$ cat config.mk
export PLATFORM = sky130hd
export DESIGN_NAME = cell_sweep
export DESIGN_NICKNAME = d
export VERILOG_FILES = /design/src/rtl/cell_sweep_pkg.sv /design/src/rtl/cell_sweep.sv
export SDC_FILE = /design/constraint.sdc
export NUM_CORES = 1
export LEC_CHECK = 0
export ABC_AREA = 1
export ABC_CLOCK_PERIOD_IN_PS = 2200
export CAP_MARGIN = 30
export CORE_AREA = 2 2 84 86
export DETAILED_ROUTE_END_ITERATION = 8
export DIE_AREA = 0 0 86 88
export GPL_TIMING_DRIVEN = 0
export PLACE_DENSITY_LB_ADDON = 0.2
export RECOVER_POWER = 100
export SYNTH_ARGS = -nofsm -noshare
export SYNTH_HDL_FRONTEND = slang
export SYNTH_SLANG_ARGS = --single-unit
$ cat constraint.sdc
create_clock -name clk -period 2.2 [get_ports clk]
set_input_delay 0.22 -clock clk [delete_from_list [all_inputs] [get_ports clk]]
set_output_delay 0.22 -clock clk [all_outputs]
set_load 0.02 [all_outputs]
$ cat src/rtl/cell_sweep_pkg.sv
// Shared definitions for the cell sweep engine and the game-of-life grid it
// walks: default operand width, grid constants and the sweep FSM encoding.
package cell_sweep_pkg;

    // Default width of indices, row/col coordinates and divider operands.
    localparam int CS_W_DEFAULT = 8;

    // Game-of-life grid geometry used by the surrounding engine.
    localparam int GOL_ROWS  = 16;
    localparam int GOL_COLS  = 16;
    localparam int GOL_CELLS = GOL_ROWS * GOL_COLS;

    // Sweep FSM encoding, also exported on the debug state port.
    typedef enum logic [1:0] {
        S_IDLE  = 2'd0,
        S_ISSUE = 2'd1,
        S_HOLD  = 2'd2,
        S_FIN   = 2'd3
    } sweep_state_t;

    // A sweep is in progress in every state except IDLE.
    function automatic logic state_is_busy(input sweep_state_t st);
        return st != S_IDLE;
    endfunction

endpackage

$ cat src/rtl/cell_sweep.sv
// Walks linear cell indices 0..count-1 of a grid that is `cols` cells wide and
// emits (row, col, index) for each, using an external combinational divider
// for index / cols. One coordinate every two cycles without backpressure.
//
// Output handshake: a coordinate transfers on a rising edge where out_valid
// and out_ready are both 1. Once out_valid rises, out_row/out_col/out_index
// stay stable until that transfer; out_valid never drops without a transfer.
module cell_sweep
    import cell_sweep_pkg::*;
#(
    parameter int W = CS_W_DEFAULT
) (
    input  logic         clk,
    input  logic         rst_n,
    input  logic         start,
    input  logic [W-1:0] cols_cfg,
    input  logic [W-1:0] count_cfg,
    output logic [W-1:0] div_num,
    output logic [W-1:0] div_den,
    input  logic [W-1:0] div_quo,
    input  logic [W-1:0] div_rem,
    output logic         out_valid,
    input  logic         out_ready,
    output logic [W-1:0] out_row,
    output logic [W-1:0] out_col,
    output logic [W-1:0] out_index,
    output logic         busy,
    output logic         done,
    output logic         cfg_err,
    output logic [1:0]   dbg_state
);

    sweep_state_t state;
    logic [W-1:0] cnt;   // latched cell count, always >= 1 while sweeping
    logic [W-1:0] idx;   // current linear index, never exceeds cnt-1

    // Last index of the sweep; cnt is nonzero whenever this is consulted.
    logic [W-1:0] last_idx;
    assign last_idx = cnt - W'(1);

    assign dbg_state = state;

    // Sweep controller: all state and registered outputs in one block.
    always_ff @(posedge clk or negedge rst_n) begin
        if (!rst_n) begin
            state     <= S_IDLE;
            cnt       <= '0;
            idx       <= '0;
            div_num   <= '0;
            div_den   <= '0;
            out_valid <= 1'b0;
            out_row   <= '0;
            out_col   <= '0;
            out_index <= '0;
            busy      <= 1'b0;
            done      <= 1'b0;
            cfg_err   <= 1'b0;
        end else begin
            done <= 1'b0;
            case (state)
                S_IDLE: begin
                    if (start) begin
                        if (cols_cfg == '0) begin
                            // A zero-width grid cannot be divided; flag and stay.
                            cfg_err <= 1'b1;
                        end else if (count_cfg == '0) begin
                            // Nothing to sweep: go straight to completion.
                            state <= S_FIN;
                            busy  <= 1'b1;
                        end else begin
                            cnt     <= count_cfg;
                            idx     <= '0;
                            div_num <= '0;
                            div_den <= cols_cfg;
                            cfg_err <= 1'b0;
                            busy    <= 1'b1;
                            state   <= S_ISSUE;
                        end
                    end
                end

                S_ISSUE: begin
                    // Divider operands were set up on entry; capture its result.
                    out_row   <= div_quo;
                    out_col   <= div_rem;
                    out_index <= idx;
                    out_valid <= 1'b1;
                    state     <= S_HOLD;
                end

                S_HOLD: begin
                    if (out_ready) begin
                        out_valid <= 1'b0;
                        if (idx == last_idx) begin
                            state <= S_FIN;
                        end else begin
                            idx     <= idx + W'(1);
                            div_num <= idx + W'(1);
                            state   <= S_ISSUE;
                        end
                    end
                end

                S_FIN: begin
                    done  <= 1'b1;
                    busy  <= 1'b0;
                    state <= S_IDLE;
                end

                default: begin
                    state <= S_IDLE;
                    busy  <= 1'b0;
                end
            endcase
        end
    end

endmodule
* After elaboration in Yosys (flattened, before gate mapping)
Index checks and enable logic that the tools add are counted.
** Word-level totals
- Register bits :: 54
- Bits of input ports :: 36
- Output and inout port bits :: 46
- Word-level logic and storage cells :: 57
** Operators by class
- Add/sub/neg operators :: 2
- Equality and inequality tests :: 10
- Multiplexer cells :: 20
- Bitwise gates (word level) :: 2
- Reductions and logical operators :: 12
** Operator list (number)
- $mux 8 :: 5
- $logic_not 8->1 :: 2
- $pmux 8 s2 :: 1
- $ne 2x2->1 const B :: 6
- $mux 2 :: 5
- $reduce_and 3->1 :: 3
- $add 8x1->8 const B :: 1
- $eq 8x8->1 :: 1
- $pmux 2 s4 :: 1
- $sub 8x1->8 const B :: 1
- $mux 1 :: 6
- $reduce_and 6->1 :: 1
- $reduce_bool 2->1 :: 3
- $eq 2x2->1 const B :: 2
- $pmux 1 s2 :: 2
- $reduce_and 4->1 :: 1
- $eq 2x1->1 const B :: 1
- $logic_not 2->1 :: 1
- $not 1->1 :: 2
- $reduce_and 2->1 :: 1

* Longest topological paths before layout
- Word-level depth :: 5
- Gate-level depth with buffers :: 13
- Depth with buffers taken out :: 13

* Worst setup path before layout
No wires, ideal clock.
- Kind :: register -> register
- Start :: reg cnt[0]
- End :: reg div_num[0]
- Library setup time :: 0.066 ns
- Data arrival time :: 1.537 ns
- Data required time :: 2.134 ns
- Slack :: 0.597 ns
- Stages on the path, launching flop included :: 13
- Path buffers :: 0
- Clock period less this slack :: 1.603 ns
- Cells stage by stage :: dfrtp_1 > inv_2 > ha_1 > nand2_1 > nor2_1 > nand2_1 > nand2_1 > nand3_1 > nor2_2 > nand3_4 > nand2_4 > nand2_1 > nand2_1
** Between the ends
- Longest elaborated chain between the ends :: 4
** RTL lines
- from (decl) :: RTL line cell_sweep.sv:34 : logic [W-1:0] cnt;
- from (signal assigned) :: RTL line cell_sweep.sv:71 : cnt <= count_cfg;
- $sub 8x1->8 :: RTL line cell_sweep.sv:39 : assign last_idx = cnt - W'(1);
- $eq 8x8->1 :: RTL line cell_sweep.sv:94 : if (idx == last_idx) begin
- $ne 2x2->1 (no line)
- $reduce_and 6->1 (no line)
- to (signal assigned) :: RTL line cell_sweep.sv:98 : div_num <= idx + W'(1);
- to (decl) :: RTL line cell_sweep.sv:18 : output logic [W-1:0] div_num,
No other way between the ends.
A chain may end at the register's enable or synchronous reset.

* Final worst setup path
- Start :: reg cnt[0]
- End :: reg div_num[5]
The elaborated chain is that of the path after synthesis.

==> metrics <==
Critical Path Most Common Cell nand2_1; status finished, final reports clean; Layout area overhead 39.27%; First DRT Iteration DRCs between 100 and 150; worst-margin pin slew 1.056 ns; area of the die ~7600 µm²; Max Clock Skew approximately 0.0025 ns; CP Capture Type register; critical path launch point type register; number of global-route vias before repair approximately 2200; Yosys warnings 0; initial antenna violation count 0; DRC violations left 0; Clock Pin Slew Worst Setup and Hold Paths 0.09 ns; Multi-input gate area between 1000 and 1500 µm²; post-route ant nets 0; setup bufs post-CTS 0; Power Dens Cells roughly 1200 nW/µm²; CTS tree yes; Synth Cell Area around 2600 µm²; Mapped Nets between 300 and 400; I/O pin cnt 82; Synth area leaders dfrtp_1 52%, nand2_1 19%, inv_1 5.3%; total routed wirelength 6003 µm; diode count 0; first-pass GRT wire length 10040 µm; Nets about 470; Pleak about 1.8 nW; setup TNS 0 ns; vias about 2400; Critical Path AT 2.14 ns; Routed wire per std cell between 10 and 15 µm; cell taking the most area after synthesis dfrtp_1; worst hold path type in2reg; area taken by flip-flops and latches 1351 µm²; synthesized area per cell approximately 7.7 µm²; Fin. Hold Viols 0; die width roughly 86 µm; RSZ-0062 raised after global routing false; crit share post-route 86.33%; total power 0.004361 W; core area ~6600 µm²; Tmin final around 1.9 ns; CP max FO 10; register area share after synthesis ~52%; Clock Latency Late Sink 0.30 ns; row cnt 30; max-cap violations 0; die height roughly 88 µm; max incr delay on CP 0.41 ns; max_slew headroom between 20 and 30%; Worst Setup Path Type reg2reg; Unique masters post-synth 23; required time worst endpoint about 2.4 ns; First-pass DRT Iterations 5; Initial Utilization approximately 39%; Synth top area share around half; Congestion Overflow GR 0; Yosys reg bits 54; dpl hpwl ~4600 µm; Via density 4.648; Peak supply drop between 0.0005 and 0.0006 V; CP max-delay cell dfrtp_1; pins over their slew limit 0; crit-path cells inv_2 -> ha_1 -> nand2_1 -> nor2_1 -> nand2_1 -> nand2_1 -> nand3_1 -> nor2_2 -> nand3_4 -> nand2_2 -> nand2_1 -> nand2_1; H-tree depth 2; GPL Wtd Cong 0.9025; CTS-repair resized insts 0; clk buf depth 2; # setup viols final 0; final core occ around 55%; All-Layer GR Usage about 17%; worst hold slack around 0.45 ns; most frequent cells in the layout 132 x nand2_1, 54 x dfrtp_1, 47 x dlygate4sd3_1; Clock Tree Root clkbuf_8; fill count 650; fmax 526.5 MHz; maximum number of pins on one net before global-route repair 35; most common cell after layout, fill and taps aside nand2_1; layout cells sized above 1 under 10%; synthesized instance count around 340; Port Buffers 81; CTS sink count 54; TritonCTS buffer count 5
per-stage QoR:
stage | area (µm²) | cells | setup WS (ns)
after global placement | 3511 | 499 | -0.7467
final | 3621 | 508 | 0.3008
after detailed placement | 3526 | 500 | 0.2552
after CTS | 3649 | 508 | 0.3409
after floorplan | 2600 | 338 | 0.5966
after global routing | 3621 | 508 | 0.08033
synthesized netlist by cell type:
cell / n
a21oi_1: 1
a21oi_2: 1
buf_2: 1
clkbuf_1: 6
dfrtp_1: 54
ha_1: 2
inv_1: 37
inv_2: 6
nand2_1: 132
nand2_4: 1
nand3_1: 23
nand3_4: 1
nand3b_1: 1
nand4_1: 5
nor2_1: 23
nor2_2: 5
nor3_1: 2
nor3b_1: 2
o21ai_0: 4
o21ai_1: 23
or2_1: 2
xnor2_1: 2
xor2_1: 4
worst max-delay path, delay by kind of cell, from the launching register on:
| family | cells | cell delay (ns) |
|---|---|---|
| adders and majority gates | 1 | 0.21 |
| buffers and inverters | 1 | 0.11 |
| DFF | 1 | 0.41 |
| and+or+nand+nor | 10 | 1.11 |
final timing paths:
check / startpoint / end / slack [ns] / cells past startpoint
setup reg to reg: cnt[0]$_DFFE_PN0P_ / div_num[5]$_DFFE_PN0P_ / 0.30 / 12
min in group asynchronous: rst_n / div_den[6]$_DFFE_PN0P_ / 0.62 / 2
max in group asynchronous: rst_n / out_index[5]$_DFFE_PN0P_ / 0.45 / 3
setup / recovery: cnt[0]$_DFFE_PN0P_ / div_num[5]$_DFFE_PN0P_ / 0.30 / 12
hold / removal: div_quo[2] / out_row[2]$_DFFE_PN0P_ / 0.45 / 3
hold reg to reg: out_row[4]$_DFFE_PN0P_ / out_row[4]$_DFFE_PN0P_ / 0.47 / 2
sequential cells by signal, summed over array words and instances, names as in the netlist:
register   count
done           1
out_col        8
cnt            8
busy           1
out_valid      1
div_num        8
div_den        8
dbg_state      2
out_row        8
out_index      8
cfg_err        1
report_power, final:
part	switching (W)	internal, W	total [W]	leakage, nW
Sequential	0.000258	0.00135	0.00161	0.692
Combinational	0.00128	0.000811	0.00209	1.10
Clock	0.000301	0.000364	0.000665	0.0573
Total	0.00184	0.00252	0.00436	1.85
area by class of cell:
cell class	count	share of cell area [%]
Sequential cell	54	37.32
Inverter	43	4.458
Multi-Input combinational cell	234	28.92
Clock inverter	1	0.8293
Timing Repair Buffer	83	22.70
Clock buffer	6	2.281
Buffer	7	0.7256
Tap cell	80	2.764
metal layers:
metal / share of wire, % / global-route usage [%]
met1: 45 / 21.65
met2: 49 / 28.12
met3: 4.7 / 3.864
met4: 1.4 / 5.483
met5: 0 / 0
cells by family after synthesis:
logic type               synth area share (%)
AO/OA/AOI/OAI                           5.727
XOR/XNOR                                2.021
adder cells (fa/ha/maj)                0.9623
buffers and inverters                   7.266
flip-flops                              51.97
AND/OR/NAND/NOR                         32.05
what timing repair did:
item	4_1_cts	5_1_grt
endpoints found under the hold margin	20	0
hold buffers	1	0
endpoints found under the setup margin	0	0
Note: power is estimated with default switching activity, not from simulation.
